===== config.mk =====
export PLATFORM = sky130hd
export DESIGN_NAME = uart_rx_frame
export DESIGN_NICKNAME = d
export VERILOG_FILES = /design/src/rtl/uart_pkg.sv /design/src/rtl/uart_baud_tick.sv /design/src/rtl/uart_rx_frame.sv
export SDC_FILE = /design/constraint.sdc
export NUM_CORES = 1
export LEC_CHECK = 0
export CAP_MARGIN = 10
export CELL_PAD_IN_SITES_DETAIL_PLACEMENT = 1
export CELL_PAD_IN_SITES_GLOBAL_PLACEMENT = 1
export CORE_AREA = 2 2 89 91
export DETAILED_ROUTE_END_ITERATION = 8
export DIE_AREA = 0 0 91 93
export GPL_TIMING_DRIVEN = 0
export PLACE_DENSITY_LB_ADDON = 0.1
export REMOVE_ABC_BUFFERS = 1
export SLEW_MARGIN = 10
export SYNTH_ARGS = -nofsm -noshare
export SYNTH_HDL_FRONTEND = slang
export SYNTH_SLANG_ARGS = --single-unit

===== constraint.sdc =====
create_clock -name clk -period 1.9 [get_ports clk]
set_input_delay 0.285 -clock clk [delete_from_list [all_inputs] [get_ports clk]]
set_output_delay 0.285 -clock clk [all_outputs]
set_load 0.05 [all_outputs]

===== src/rtl/uart_pkg.sv =====
// Shared UART definitions: receiver state encoding and default frame/rate constants.
// Imported by the receive front end, the baud tick generator and the future TX serialiser.
package uart_pkg;

    localparam int unsigned UART_OVERSAMPLE = 16;  // sample ticks per bit
    localparam int unsigned UART_DATA_BITS  = 8;   // data bits per frame
    localparam int unsigned UART_DIV_WIDTH  = 16;  // width of the rate_div control

    typedef enum logic [2:0] {
        IDLE,
        START,
        DATA,
        STOP,
        BREAK
    } rx_state_t;

endpackage


===== src/rtl/uart_baud_tick.sv =====
// Sample-tick generator: one-cycle registered tick every rate_div clocks (rate_div = 0 acts as 1).
// Ports:
//   clk, rst      - clock, synchronous active-high reset
//   en, hold      - counter held at reload (no ticks) while en = 0 or hold = 1
//   rate_div      - clocks per tick
//   tick          - one-cycle pulse per rate_div clocks
module uart_baud_tick
    import uart_pkg::*;
#(
    parameter int unsigned DIV_WIDTH = UART_DIV_WIDTH
) (
    input  logic                 clk,
    input  logic                 rst,
    input  logic                 en,
    input  logic                 hold,
    input  logic [DIV_WIDTH-1:0] rate_div,
    output logic                 tick
);

    logic [DIV_WIDTH-1:0] cnt;
    logic [DIV_WIDTH-1:0] reload_c;

    // rate_div is read at every reload, so a change lands on the next period.
    always_comb begin
        reload_c = '0;
        if (rate_div != '0) begin
            reload_c = rate_div - DIV_WIDTH'(1);
        end
    end

    always_ff @(posedge clk) begin
        if (rst) begin
            cnt  <= '0;
            tick <= 1'b0;
        end else if (!en || hold) begin
            cnt  <= reload_c;
            tick <= 1'b0;
        end else if (cnt == '0) begin
            cnt  <= reload_c;
            tick <= 1'b1;
        end else begin
            cnt  <= cnt - DIV_WIDTH'(1);
            tick <= 1'b0;
        end
    end

endmodule


===== src/rtl/uart_rx_frame.sv =====
// UART receive front end: synchronises rx, oversamples it and deframes 8N1 characters
// into a one-entry valid/ready holding register, with framing/overrun error pulses.
// Ports:
//   clk, nReset         - clock, synchronous active-high reset
//   en, rate_div        - receiver enable, clocks per sample tick
//   rx                  - asynchronous serial line (idle high)
//   data, valid, ready  - holding register and consumer handshake
//   busy                - receiver is inside a frame
//   framing_err         - one-cycle pulse: stop bit sampled low
//   overrun_err         - one-cycle pulse: good byte dropped, holding register full
module uart_rx_frame
    import uart_pkg::*;
#(
    parameter int unsigned OVERSAMPLE  = UART_OVERSAMPLE,
    parameter int unsigned DATA_BITS   = UART_DATA_BITS,
    parameter int unsigned DIV_WIDTH   = UART_DIV_WIDTH,
    parameter int unsigned SYNC_STAGES = 2
) (
    input  logic                 clk,
    input  logic                 nReset,
    input  logic                 en,
    input  logic [DIV_WIDTH-1:0] rate_div,
    input  logic                 rx,
    output logic [DATA_BITS-1:0] data,
    output logic                 valid,
    input  logic                 ready,
    output logic                 busy,
    output logic                 framing_err,
    output logic                 overrun_err
);

    localparam int unsigned CNT_W = $clog2(OVERSAMPLE);
    localparam int unsigned BIT_W = $clog2(DATA_BITS + 1);

    rx_state_t              state;
    logic [SYNC_STAGES-1:0] sync_q;
    logic                   rxs;
    logic                   tick;
    logic [CNT_W-1:0]       sample_cnt;
    logic [BIT_W-1:0]       bit_cnt;
    logic [DATA_BITS-1:0]   shift_q;
    logic                   bit_end_c;
    logic                   good_byte_c;

    // rx synchroniser, preset to the idle level.
    always_ff @(posedge clk) begin
        if (nReset) begin
            sync_q <= '1;
        end else begin
            sync_q <= {sync_q[SYNC_STAGES-2:0], rx};
        end
    end

    assign rxs = sync_q[SYNC_STAGES-1];

    // Tick counter is held in IDLE so the first tick is phase-aligned to start detection.
    uart_baud_tick #(
        .DIV_WIDTH (DIV_WIDTH)
    ) u_baud_tick (
        .clk      (clk),
        .rst      (nReset),
        .en       (en),
        .hold     (state == IDLE),
        .rate_div (rate_div),
        .tick     (tick)
    );

    assign bit_end_c   = tick && (sample_cnt == CNT_W'(OVERSAMPLE - 1));
    assign good_byte_c = en && (state == STOP) && bit_end_c && rxs;

    // Deframing FSM; busy is registered alongside every state change.
    always_ff @(posedge clk) begin
        if (nReset) begin
            state       <= IDLE;
            sample_cnt  <= '0;
            bit_cnt     <= '0;
            shift_q     <= '0;
            busy        <= 1'b0;
            framing_err <= 1'b0;
        end else begin
            framing_err <= 1'b0;
            if (!en) begin
                state      <= IDLE;
                busy       <= 1'b0;
                sample_cnt <= '0;
            end else begin
                case (state)
                    IDLE: begin
                        sample_cnt <= '0;
                        if (!rxs) begin
                            state <= START;
                            busy  <= 1'b1;
                        end
                    end
                    START: begin
                        if (tick) begin
                            if (sample_cnt == CNT_W'(OVERSAMPLE / 2 - 1)) begin
                                sample_cnt <= '0;
                                bit_cnt    <= '0;
                                if (rxs) begin
                                    state <= IDLE;  // glitch shorter than half a bit
                                    busy  <= 1'b0;
                                end else begin
                                    state <= DATA;
                                end
                            end else begin
                                sample_cnt <= sample_cnt + CNT_W'(1);
                            end
                        end
                    end
                    DATA: begin
                        if (bit_end_c) begin
                            sample_cnt <= '0;
                            shift_q    <= {rxs, shift_q[DATA_BITS-1:1]};
                            bit_cnt    <= bit_cnt + BIT_W'(1);
                            if (bit_cnt == BIT_W'(DATA_BITS - 1)) begin
                                state <= STOP;
                            end
                        end else if (tick) begin
                            sample_cnt <= sample_cnt + CNT_W'(1);
                        end
                    end
                    STOP: begin
                        if (bit_end_c) begin
                            sample_cnt <= '0;
                            if (rxs) begin
                                state <= IDLE;
                                busy  <= 1'b0;
                            end else begin
                                state       <= BREAK;
                                framing_err <= 1'b1;
                            end
                        end else if (tick) begin
                            sample_cnt <= sample_cnt + CNT_W'(1);
                        end
                    end
                    BREAK: begin
                        // Line held low reports once; wait for it to return high.
                        if (rxs) begin
                            state <= IDLE;
                            busy  <= 1'b0;
                        end
                    end
                    default: begin
                        state <= IDLE;
                        busy  <= 1'b0;
                    end
                endcase
            end
        end
    end

    // One-entry holding register; a byte arriving while full is dropped and flagged.
    always_ff @(posedge clk) begin
        if (nReset) begin
            data        <= '0;
            valid       <= 1'b0;
            overrun_err <= 1'b0;
        end else begin
            overrun_err <= 1'b0;
            if (good_byte_c) begin
                if (!valid || ready) begin
                    data  <= shift_q;
                    valid <= 1'b1;
                end else begin
                    overrun_err <= 1'b1;
                end
            end else if (valid && ready) begin
                valid <= 1'b0;
            end
        end
    end

endmodule

==> impl_results.md <==
- Synthesized instance count: between 300 and 400
- Worst path slowest cell: or4_4
- Final period utilization: 102%
- Switching part of the total power: between 20 and 30%
- Fillers: approximately 910
- I/O pin total: 33
- Unrepaired setup endpoints after global routing: yes
- Switching power total: 567 uW
- Largest vdd supply drop: ~0.00028 V
- Count of pins over their slew limit: 0
- Ratio of cells with drive above 1 in the final layout: about 25%
- Clock latency at the later pin of the worst-skew pair: 0.30 ns
- Power density cells: about 570 nW/um^2
- Wire length of the first global-routing pass: 11,300 um
- Core Region: 7530 um^2
- Count of state elements after synthesis: 50
- Primary flip-flop cell chosen by synthesis mapping: dfxtp_1
- Vias per cell: between 5 and 6
- Max-Slew Margin vs Limit: roughly half
- Logic gate share of total power: between 10% and 20%
- Final antenna-violating net count: 0
- Transition at the pin with the smallest max-transition slack: about 0.76 ns
- Final hold violation count: 0
- Antenna diode count: 0
- Total placed instance area: 3050 um^2
- Class of the tightest hold or removal check: reg2reg
- Static power due to leakage: between 0.001 and 0.0015 uW
- Family of cells with the greatest summed delay on the critical path: simple AND/OR/NAND/NOR gates
- Count of flip-flops with a built-in enable after synthesis: 0
- Category of the most critical setup path: reg2reg
- Horizontal die dimension: 91 um
- Largest cells by area after synthesis: dfxtp_1 (37%), nor2_1 (6.9%), mux2i_1 (6.0%), xor2_1 (3.3%), xnor2_1 (2.9%)
- Fraction of power consumed by the clock network: a little under a third
- Violated checks: setup timing
- Worst Setup Start Kind: register
- Share of flip-flops with an asynchronous set or reset: 0%
- Residual DRC: 0
- Share of total power in sequential cells: 54.4%
- Overall Power: between 2000 and 2500 uW
- Setup Slack @ Placement: -0.833 ns
- Data arrival at the endpoint of the critical path: approximately 2.1 ns
- Clock tree from TritonCTS: yes
- Worst Slack Setup Final: -0.0427 ns
- Unique cell type count in the Yosys netlist: 50
- Count of TritonRoute iterations in the first routing pass: 4
- GRT Residual Overflow: 0
- All-layer global routing usage: 16.2%
- Data required time at the worst endpoint: between 2 and 2.5 ns
- Layout Area Growth over Synthesis: 33.0%
- Antenna violations before repair: 0
- Final HPWL DP: approximately 4600 um
- Number of nets in the layout: 391
- Number of warning messages in the yosys log: 0
- Number of port buffers: 32
- Worst-path maximum fanout: 5
- CTS clk-pin slew, worst paths: 0.10 ns
- Crit path capture type: register
- Post-Syn Area per Cell: about 8.4 um^2
- Final design area excluding fillers: ~3600 um^2
- Post-synthesis cell area: between 2000 and 3000 um^2
- Full die area: 8460 um^2
- Min Clock Period, post-route: 1.94 ns
- Maximum single-stage delay on the critical path: 0.55 ns
- H-tree levels: 2
- Clock sink count: 50
- Weighted congestion reported at the end of routability-driven placement: about 0.72
- Largest area contributor in the synthesized netlist: dfxtp_1
- Setup slack of the worst register-to-register path: -0.04 ns
- DR vias: between 2,000 and 2,500
- Number of standard cells in the final layout excluding fillers: around 470
- Number of violations reported at the end of detailed-routing iteration 0: between 50 and 60
- Maximum clock frequency: between 500 and 600 MHz
- Die Y: about 93 um
- CTS Root Buffer Type: clkbuf_8
- CP Buf/Inv Count: 1
- Number of global-route vias before repair: 2,406
- Clock tree skew after final layout: about 0.0069 ns
- Final setup violating endpoints: 6
- Share of synthesized area occupied by flip-flops and latches: around 37%
- Std-Cell Rows: 32
- Max-cap check violation count: 0
- Maximum number of pins on one net before global-route repair: 42
- Design internal power: 1470 uW
- Routed Wire Length: between 6000 and 7000 um
- Starting utilization of the core area: a little over a third
- Post-synth top area share: 37.3%
- Clock Path Buffers: 2
- Hold-fix buffers at CTS: 0
- Placed cell count: about 440
- CTS Buf Count: 5
- List of cells traversed by the critical path: or4_4 -> nand4b_1 -> buf_4 -> and2_4 -> a211oi_2 -> a211oi_1
- Run status: finished with violations
- WL/cell: ~15 um
Yosys cell counts (2+ instances only):
master	n
clkbuf_1	11
nor4_1	11
o21ai_0	13
or4_4	2
nor3_1	14
a211oi_1	6
nor3b_1	3
nand2b_1	7
nand4_1	4
o31ai_1	2
xor2_1	10
or2_2	3
dfxtp_1	50
ha_1	5
a31oi_1	2
nand2_1	20
nand3_1	6
or4_1	5
nor2_1	49
or3_1	4
xnor2_1	9
o31a_1	5
buf_2	4
inv_1	10
a22oi_1	10
mux2_2	3
mux2i_1	16
a21oi_1	14
placed cells by master (no fill, tap or decap), drive strengths merged, types with 2 or more instances in the layout:
master	synthesis	routed
clkdlybuf4s15	0	2
or4b	2	2
xor2	10	10
a21oi	14	14
clkinvlp	0	2
or4	7	7
nor3	14	14
inv	10	10
dlygate4sd2	0	5
nor2	50	50
a2111oi	2	2
and2	1	3
dfxtp	50	50
or2	3	3
mux2i	16	16
nand4	4	4
a22oi	10	10
nand3	6	6
clkbuf	11	5
mux2	4	4
ha	5	5
buf	5	21
or3	4	4
nor4	11	11
o31a	5	5
xnor2	9	9
dlymetal6s2s	0	2
o31ai	2	2
nand2b	7	7
o21ai	13	13
nand2	20	20
or3b	2	2
a211oi	6	6
a31oi	2	2
nor3b	3	3
clkdlybuf4s50	0	22
path summary, 6_finish.rpt:
path	startpoint	end	cells after the start
setup / recovery	u_baud_tick.cnt[10]	u_baud_tick.cnt[12]	6
hold / removal	sync_q[0]	sync_q[1]	1
setup reg to reg	u_baud_tick.cnt[10]	u_baud_tick.cnt[12]	6
hold reg to reg	sync_q[0]	sync_q[1]	1
power by group through the flow:
stage	combinational (uW)	clock (uW)	sequential, uW
after floorplan	147	0	1120
after global placement	254	0	1130
after detailed placement	254	0	1130
after CTS	278	649	1110
after global routing	342	682	1120
final	308	624	1110
cells by family (layout without fill, tap and decap cells):
group	Yosys count	count (layout)	share of synthesized area, %
simple gates	139	141	26.5
fa+ha+maj	5	5	2.33
buf+inv	26	69	3.97
mux	20	20	7.80
compound gates	61	61	15.8
flops	50	50	37.3
xor+xnor	19	19	6.21
state kept, by name, summed over array words and instances (netlist names):
register          cells
overrun_err           1
sync_q                2
u_baud_tick.tick      1
busy                  1
shift_q               8
bit_cnt               4
u_baud_tick.cnt      16
data                  8
sample_cnt            4
framing_err           1
state                 3
valid                 1
metrics by stage:
step | hold WS, ns | util [%] | TNS, ns
CTS | 0.421 | 44.8 | -0.0221
floorplan | 0.354 | - | -0.314
global route | 0.442 | 47.3 | -1.09
global placement | 0.392 | 40.6 | -26.66
finish | 0.421 | 47.3 | -0.101
detailed placement | 0.400 | 40.6 | -19.22
final cells by class:
class                   count  area (um^2)  share of cell area [%]
clock inverters             2         15.0                   0.421
flip-flops and latches     50         1020                    28.7
well taps                 102          128                    3.58
clock buffers               5         68.8                    1.93
inverters                  10         37.5                    1.05
multi-input cells         246         1810                    50.8
repair buffers             52          482                    13.5
per-layer routing:
layer	vias to the layer above	GRT usage, %	share of wire, %
li1	1246	-	-
met4	0	3.79	0.96
met1	1163	19.7	46
met2	43	30.2	50
met3	5	2.42	2.7
met5	-	0	0
repair_timing:
item,CTS,global route
cloned,2,0
pin swaps,8,13
endpoints found under the setup margin,36,37
resized for setup,44,33
buffers inserted,10,10
Note: power is estimated with default switching activity, not from simulation.
